[src/rtl/arb_pkg.sv]
// Shared arbitration definitions: capture FSM state encodings and index-width helper.
package arb_pkg;

  localparam logic [0:0] ST_IDLE = 1'b0;
  localparam logic [0:0] ST_HOLD = 1'b1;

  // Index width for an n-line one-hot vector; never narrower than one bit.
  function automatic int unsigned idx_w(input int unsigned n);
    return (n <= 1) ? 1 : $clog2(n);
  endfunction

endpackage

[src/rtl/grant_payload_capture_onehot_enc.sv]
// Combinational one-hot to index encoder with any-bit and multi-hot flags.
module onehot_enc
  import arb_pkg::*;
#(
  parameter int unsigned N  = 7,
  parameter int unsigned IW = idx_w(N)
) (
  input  logic [N-1:0]  vec,
  output logic [IW-1:0] idx,
  output logic          any,
  output logic          multi
);

  always_comb begin
    idx   = '0;
    any   = 1'b0;
    multi = 1'b0;
    for (int unsigned i = 0; i < N; i++) begin
      if (vec[i]) begin
        multi = multi | any;
        any   = 1'b1;
        idx   = idx | IW'(i);
      end
    end
  end

endmodule

[src/rtl/grant_payload_capture.sv]
// Captures the arbiter winner's payload and presents it on valid/ready, acking the owner.
// Optional stall timeout in HOLD is enabled by defining OUT_TIMEOUT_EN.
module grant_payload_capture
  import arb_pkg::*;
#(
  parameter int unsigned N       = 7,
  parameter int unsigned W       = 8,
  parameter int unsigned TIMEOUT = 16
) (
  input  logic                 clk,
  input  logic                 rst,
  input  logic [N-1:0]         grant,
  input  logic [N*W-1:0]       req_data,
  output logic                 out_valid,
  input  logic                 out_ready,
  output logic [W-1:0]         out_data,
  output logic [idx_w(N)-1:0]  out_src,
  output logic [N-1:0]         ack,
  output logic                 grant_err,
  output logic                 timeout
);

  localparam int unsigned IW = idx_w(N);

  logic [0:0]    state_q, state_d;
  logic          out_valid_q, out_valid_d;
  logic [W-1:0]  out_data_q, out_data_d;
  logic [IW-1:0] out_src_q, out_src_d;
  logic [N-1:0]  ack_q, ack_d;
  logic          grant_err_q, grant_err_d;
  logic          timeout_q, timeout_d;

  logic [IW-1:0] g_idx;
  logic          g_any, g_multi;
  logic [W-1:0]  cap_data;

  onehot_enc #(.N(N), .IW(IW)) u_enc (
    .vec   (grant),
    .idx   (g_idx),
    .any   (g_any),
    .multi (g_multi)
  );

  always_comb begin
    cap_data = '0;
    for (int unsigned i = 0; i < N; i++) begin
      if (g_idx == IW'(i)) cap_data = req_data[i*W +: W];
    end
  end

`ifdef OUT_TIMEOUT_EN
  localparam int unsigned CW = (TIMEOUT < 1) ? 1 : $clog2(TIMEOUT + 1);
  logic [CW-1:0] stall_cnt_q, stall_cnt_d;
`endif

  always_comb begin
    state_d     = state_q;
    out_valid_d = out_valid_q;
    out_data_d  = out_data_q;
    out_src_d   = out_src_q;
    ack_d       = '0;
    grant_err_d = grant_err_q;
    timeout_d   = 1'b0;
`ifdef OUT_TIMEOUT_EN
    stall_cnt_d = stall_cnt_q;
`endif
    case (state_q)
      ST_IDLE: begin
        if (g_multi) begin
          grant_err_d = 1'b1;
        end else if (g_any) begin
          out_data_d  = cap_data;
          out_src_d   = g_idx;
          out_valid_d = 1'b1;
          state_d     = ST_HOLD;
`ifdef OUT_TIMEOUT_EN
          stall_cnt_d = '0;
`endif
        end
      end
      default: begin
        if (out_ready) begin
          for (int unsigned i = 0; i < N; i++) ack_d[i] = (out_src_q == IW'(i));
          out_valid_d = 1'b0;
          state_d     = ST_IDLE;
        end
`ifdef OUT_TIMEOUT_EN
        // Handshake takes priority over a drop in the cycle the count hits TIMEOUT.
        else if (stall_cnt_q == CW'(TIMEOUT)) begin
          out_valid_d = 1'b0;
          timeout_d   = 1'b1;
          state_d     = ST_IDLE;
        end else begin
          stall_cnt_d = stall_cnt_q + 1'b1;
        end
`endif
      end
    endcase
  end

  always_ff @(posedge clk) begin
    if (rst) begin
      state_q     <= ST_IDLE;
      out_valid_q <= 1'b0;
      out_data_q  <= '0;
      out_src_q   <= '0;
      ack_q       <= '0;
      grant_err_q <= 1'b0;
      timeout_q   <= 1'b0;
    end else begin
      state_q     <= state_d;
      out_valid_q <= out_valid_d;
      out_data_q  <= out_data_d;
      out_src_q   <= out_src_d;
      ack_q       <= ack_d;
      grant_err_q <= grant_err_d;
      timeout_q   <= timeout_d;
    end
  end

`ifdef OUT_TIMEOUT_EN
  always_ff @(posedge clk) begin
    if (rst) stall_cnt_q <= '0;
    else     stall_cnt_q <= stall_cnt_d;
  end
  assign timeout = timeout_q;
`else
  assign timeout = 1'b0;
`endif

  assign out_valid = out_valid_q;
  assign out_data  = out_data_q;
  assign out_src   = out_src_q;
  assign ack       = ack_q;
  assign grant_err = grant_err_q;

endmodule
[config.mk]
export PLATFORM = sky130hd
export DESIGN_NAME = grant_payload_capture
export DESIGN_NICKNAME = d
export VERILOG_FILES = /design/src/rtl/arb_pkg.sv /design/src/rtl/grant_payload_capture_onehot_enc.sv /design/src/rtl/grant_payload_capture.sv
export SDC_FILE = /design/constraint.sdc
export NUM_CORES = 1
export LEC_CHECK = 0
export CORE_MARGIN = 8
export CORE_UTILIZATION = 43
export CTS_CLUSTER_DIAMETER = 40
export DETAILED_ROUTE_END_ITERATION = 10
export PLACE_DENSITY_LB_ADDON = 0.15
export SLEW_MARGIN = 20
export SYNTH_ARGS = -nofsm -noshare
export SYNTH_HDL_FRONTEND = slang
export SYNTH_SLANG_ARGS = --single-unit
[constraint.sdc]
create_clock -name clk -period 2.7 [get_ports clk]
set_clock_uncertainty 0.1 [all_clocks]
set_input_delay 0.54 -clock clk [delete_from_list [all_inputs] [get_ports clk]]
set_output_delay 0.54 -clock clk [all_outputs]
set_load 0.02 [all_outputs]
==> results.cfg <==
[clock_tree]
cts_setup_buffers = 0
cts_tree = done
clk_pin_slew_worst_paths_ns = 0.07
clock-root-buffer = clkbuf_8
clockBufferDepth = 2
hold_buffers = 0
insertion_delay_ns = 0.25
htreeDepth = 1
cts_resized = 0
cts-buffers-inserted = 3
clock_sinks = 21

[power_and_ir_drop]
powerDensity_nw_per_um2 = 302.7
p_leak_nw = 0.9590
ir_drop_mv = 0.3391
power_uw = 790.7

[routing]
routed_via_density = 5.723
wl_per_cell_um = 16.82
drc = 0
wl_um = 5516
ant_nets = 0
vias = 1877
drt-pass1-iter-count = 5
drtIter0Drc = 82

[worst_setup_path]
crit-reg2reg-launch = state_q
path_class = input port to register
start_kind = input port
worstPathArrival_ns = 2.49
critPathLaunch = grant[3]
cp_max_fo = 22
critPathCaptureType = register
worstPathRequired_ns = 2.77

[place]
gp_congestion = 0.8419
port_buffers = 85
dpl_cell_area_um2 = 2567
hpwl_um = 4334

[final_layout]
antenna_cells = 0
syn_to_final_growth_pct = 58.06
fin_area_um2 = 2613
finalNetCount = 347
post-route-util = 0.7083
fillCellCount = 308
drive_gt1_frac = 0.1357

[die]
dieWidth_um = 78
floorplan.initialDensity = 0.4481
rows = 22
io-pin-count = 87
dieArea_um2 = 6084
core_um2 = 3689
die_h_um = 78

[global_routing]
grt_max_degree = 23
grt_pass1_wl_um = 8894
gr-total-overflow = 0
antenna_found_initial = 0
first_global_vias = 1829
grt_use_total = 0.1731

[job]
cap_violations = 0

[yosys]
synth_cell_types = 49
synth-edff-count = 0
synth_area_um2 = 1653
yosysWarnings = 0
synth-seq-cells = 21
synth_nets = 260
ys_seq_area_frac = 0.2544
synthCells = 194
async_flop_share = 0
synth_area_per_cell_um2 = 8.520
synth_ff_type = dfxtp_1

[sta]
fmax_ghz = 0.4129
fin_tns_setup_ns = 0
hold_violations = 0
report.final.slew_viol_count = 0
fin_crit_sh = 0.8969
period_minus_slack_ns = 2.422
setup-violations-final = 0
hold_ws_ns = 0.3826
rsz0062_at_grt = no

[min_path]
hold_class = register to register
min_from = out_data[6]

[outcome]
status = completed
-- Yosys cell counts, types with 2 or more instances --
cell	count	area [um^2]
a211o_1	7	61.31
o21a_1	2	15.01
nand3b_1	9	67.56
o21ai_1	7	35.03
nor2_2	2	12.51
nor3_1	4	20.02
nor4_1	2	12.51
o221ai_1	2	17.52
nor2b_1	3	18.77
a221oi_2	2	30.03
a21o_1	10	75.07
xor2_1	2	17.52
o2111ai_1	7	61.31
o22a_1	7	61.31
nor3_4	2	32.53
buf_2	6	30.03
nor3b_1	2	15.01
a21oi_1	13	65.06
or4_1	2	15.01
o21ai_0	4	20.02
o41ai_2	6	97.59
clkbuf_1	6	22.52
nand2_1	13	48.80
inv_1	10	37.54
buf_4	5	37.54
nor2_1	7	26.28
a32o_1	6	60.06
dfxtp_1	21	420.4
mux2i_1	2	20.02
buf_6	3	33.78
a31oi_1	2	12.51
-- final cells by class --
class / instances / area, um^2 / area share
inverters: 10 / 37.54 / 0.01437
multi-input cells: 143 / 1071 / 0.4100
well taps: 48 / 60.06 / 0.02299
repair buffers: 102 / 978.4 / 0.3745
flip-flops and latches: 21 / 420.4 / 0.1609
clock buffers: 4 / 45.04 / 0.01724
-- placed cells by master (no fill, tap or decap), types with 2 or more instances in the layout --
cell	Yosys	layout
nor2b_1	3	3
o2111ai_1	7	7
o21a_1	2	2
clkbuf_8	0	3
nor3_4	2	2
nor3_1	4	4
a31oi_1	2	2
nor3b_1	2	2
o41ai_2	6	6
a32o_1	6	6
nor2_1	7	7
nor2_2	2	2
o22a_1	7	7
dfxtp_1	21	21
buf_4	5	17
inv_1	10	10
xor2_1	2	2
o221ai_1	2	2
mux2i_1	2	2
nand3b_1	9	9
nand2_1	13	13
a211o_1	7	7
or4_1	2	2
a21o_1	10	10
o21ai_1	7	7
a21oi_1	13	13
o21ai_0	4	4
nor4_1	2	2
a221oi_2	2	2
clkdlybuf4s50_1	0	85
-- cells by family after synthesis --
group / Yosys count / synth area share
compound gates: 83 / 0.4133
flops: 21 / 0.2544
other cells: 1 / 0.002269
simple gates: 55 / 0.2097
buf+inv: 30 / 0.09766
mux: 2 / 0.01211
xor+xnor: 2 / 0.01060
-- metal layers --
metal | up-vias | share of wire | global-route usage
met2 | 72 | 0.47 | 0.2916
met1 | 877 | 0.45 | 0.2178
met3 | 4 | 0.068 | 0.04032
met4 | 0 | 0.0069 | 0.03889
met5 | - | 0 | 0
li1 | 924 | - | -
-- stage by stage --
| stage | std cells | setup slack [ns] |
|---|---|---|
| after CTS | 328 | 0.2815 |
| final | 328 | 0.2784 |
| after floorplan | 194 | 0.8086 |
| after global placement | 324 | 0.1089 |
| after detailed placement | 324 | 0.03346 |
| after global routing | 328 | 0.1565 |
-- path summary, 6_finish.rpt --
path | end | slack [ns] | cells past startpoint
worst max register to register | out_data[6] | 0.94 | 4
worst max-delay path | out_data[6] | 0.28 | 6
worst min register to register | out_data[6] | 0.38 | 2
worst min-delay path | out_data[6] | 0.38 | 2
-- report_power, final --
part,internal [mW],total (mW),switching (mW)
sequential,0.317,0.323,0.00629
combinational,0.154,0.271,0.118
clock,0.105,0.196,0.0913
total,0.575,0.791,0.215
-- sequential cells by signal (all words and copies together) (netlist names) --
register and flops:
out_src 3, out_valid 1, grant_err 1, state_q 1, out_data 8, ack 7
-- worst max-delay path, stage by stage --
cell	delay [ns]
clkdlybuf4s50_1	0.69
nor2b_1	0.11
a221oi_2	0.32
o21a_2	0.47
a31oi_1	0.12
a221oi_2	0.24
(Power assumes the default switching activity.)
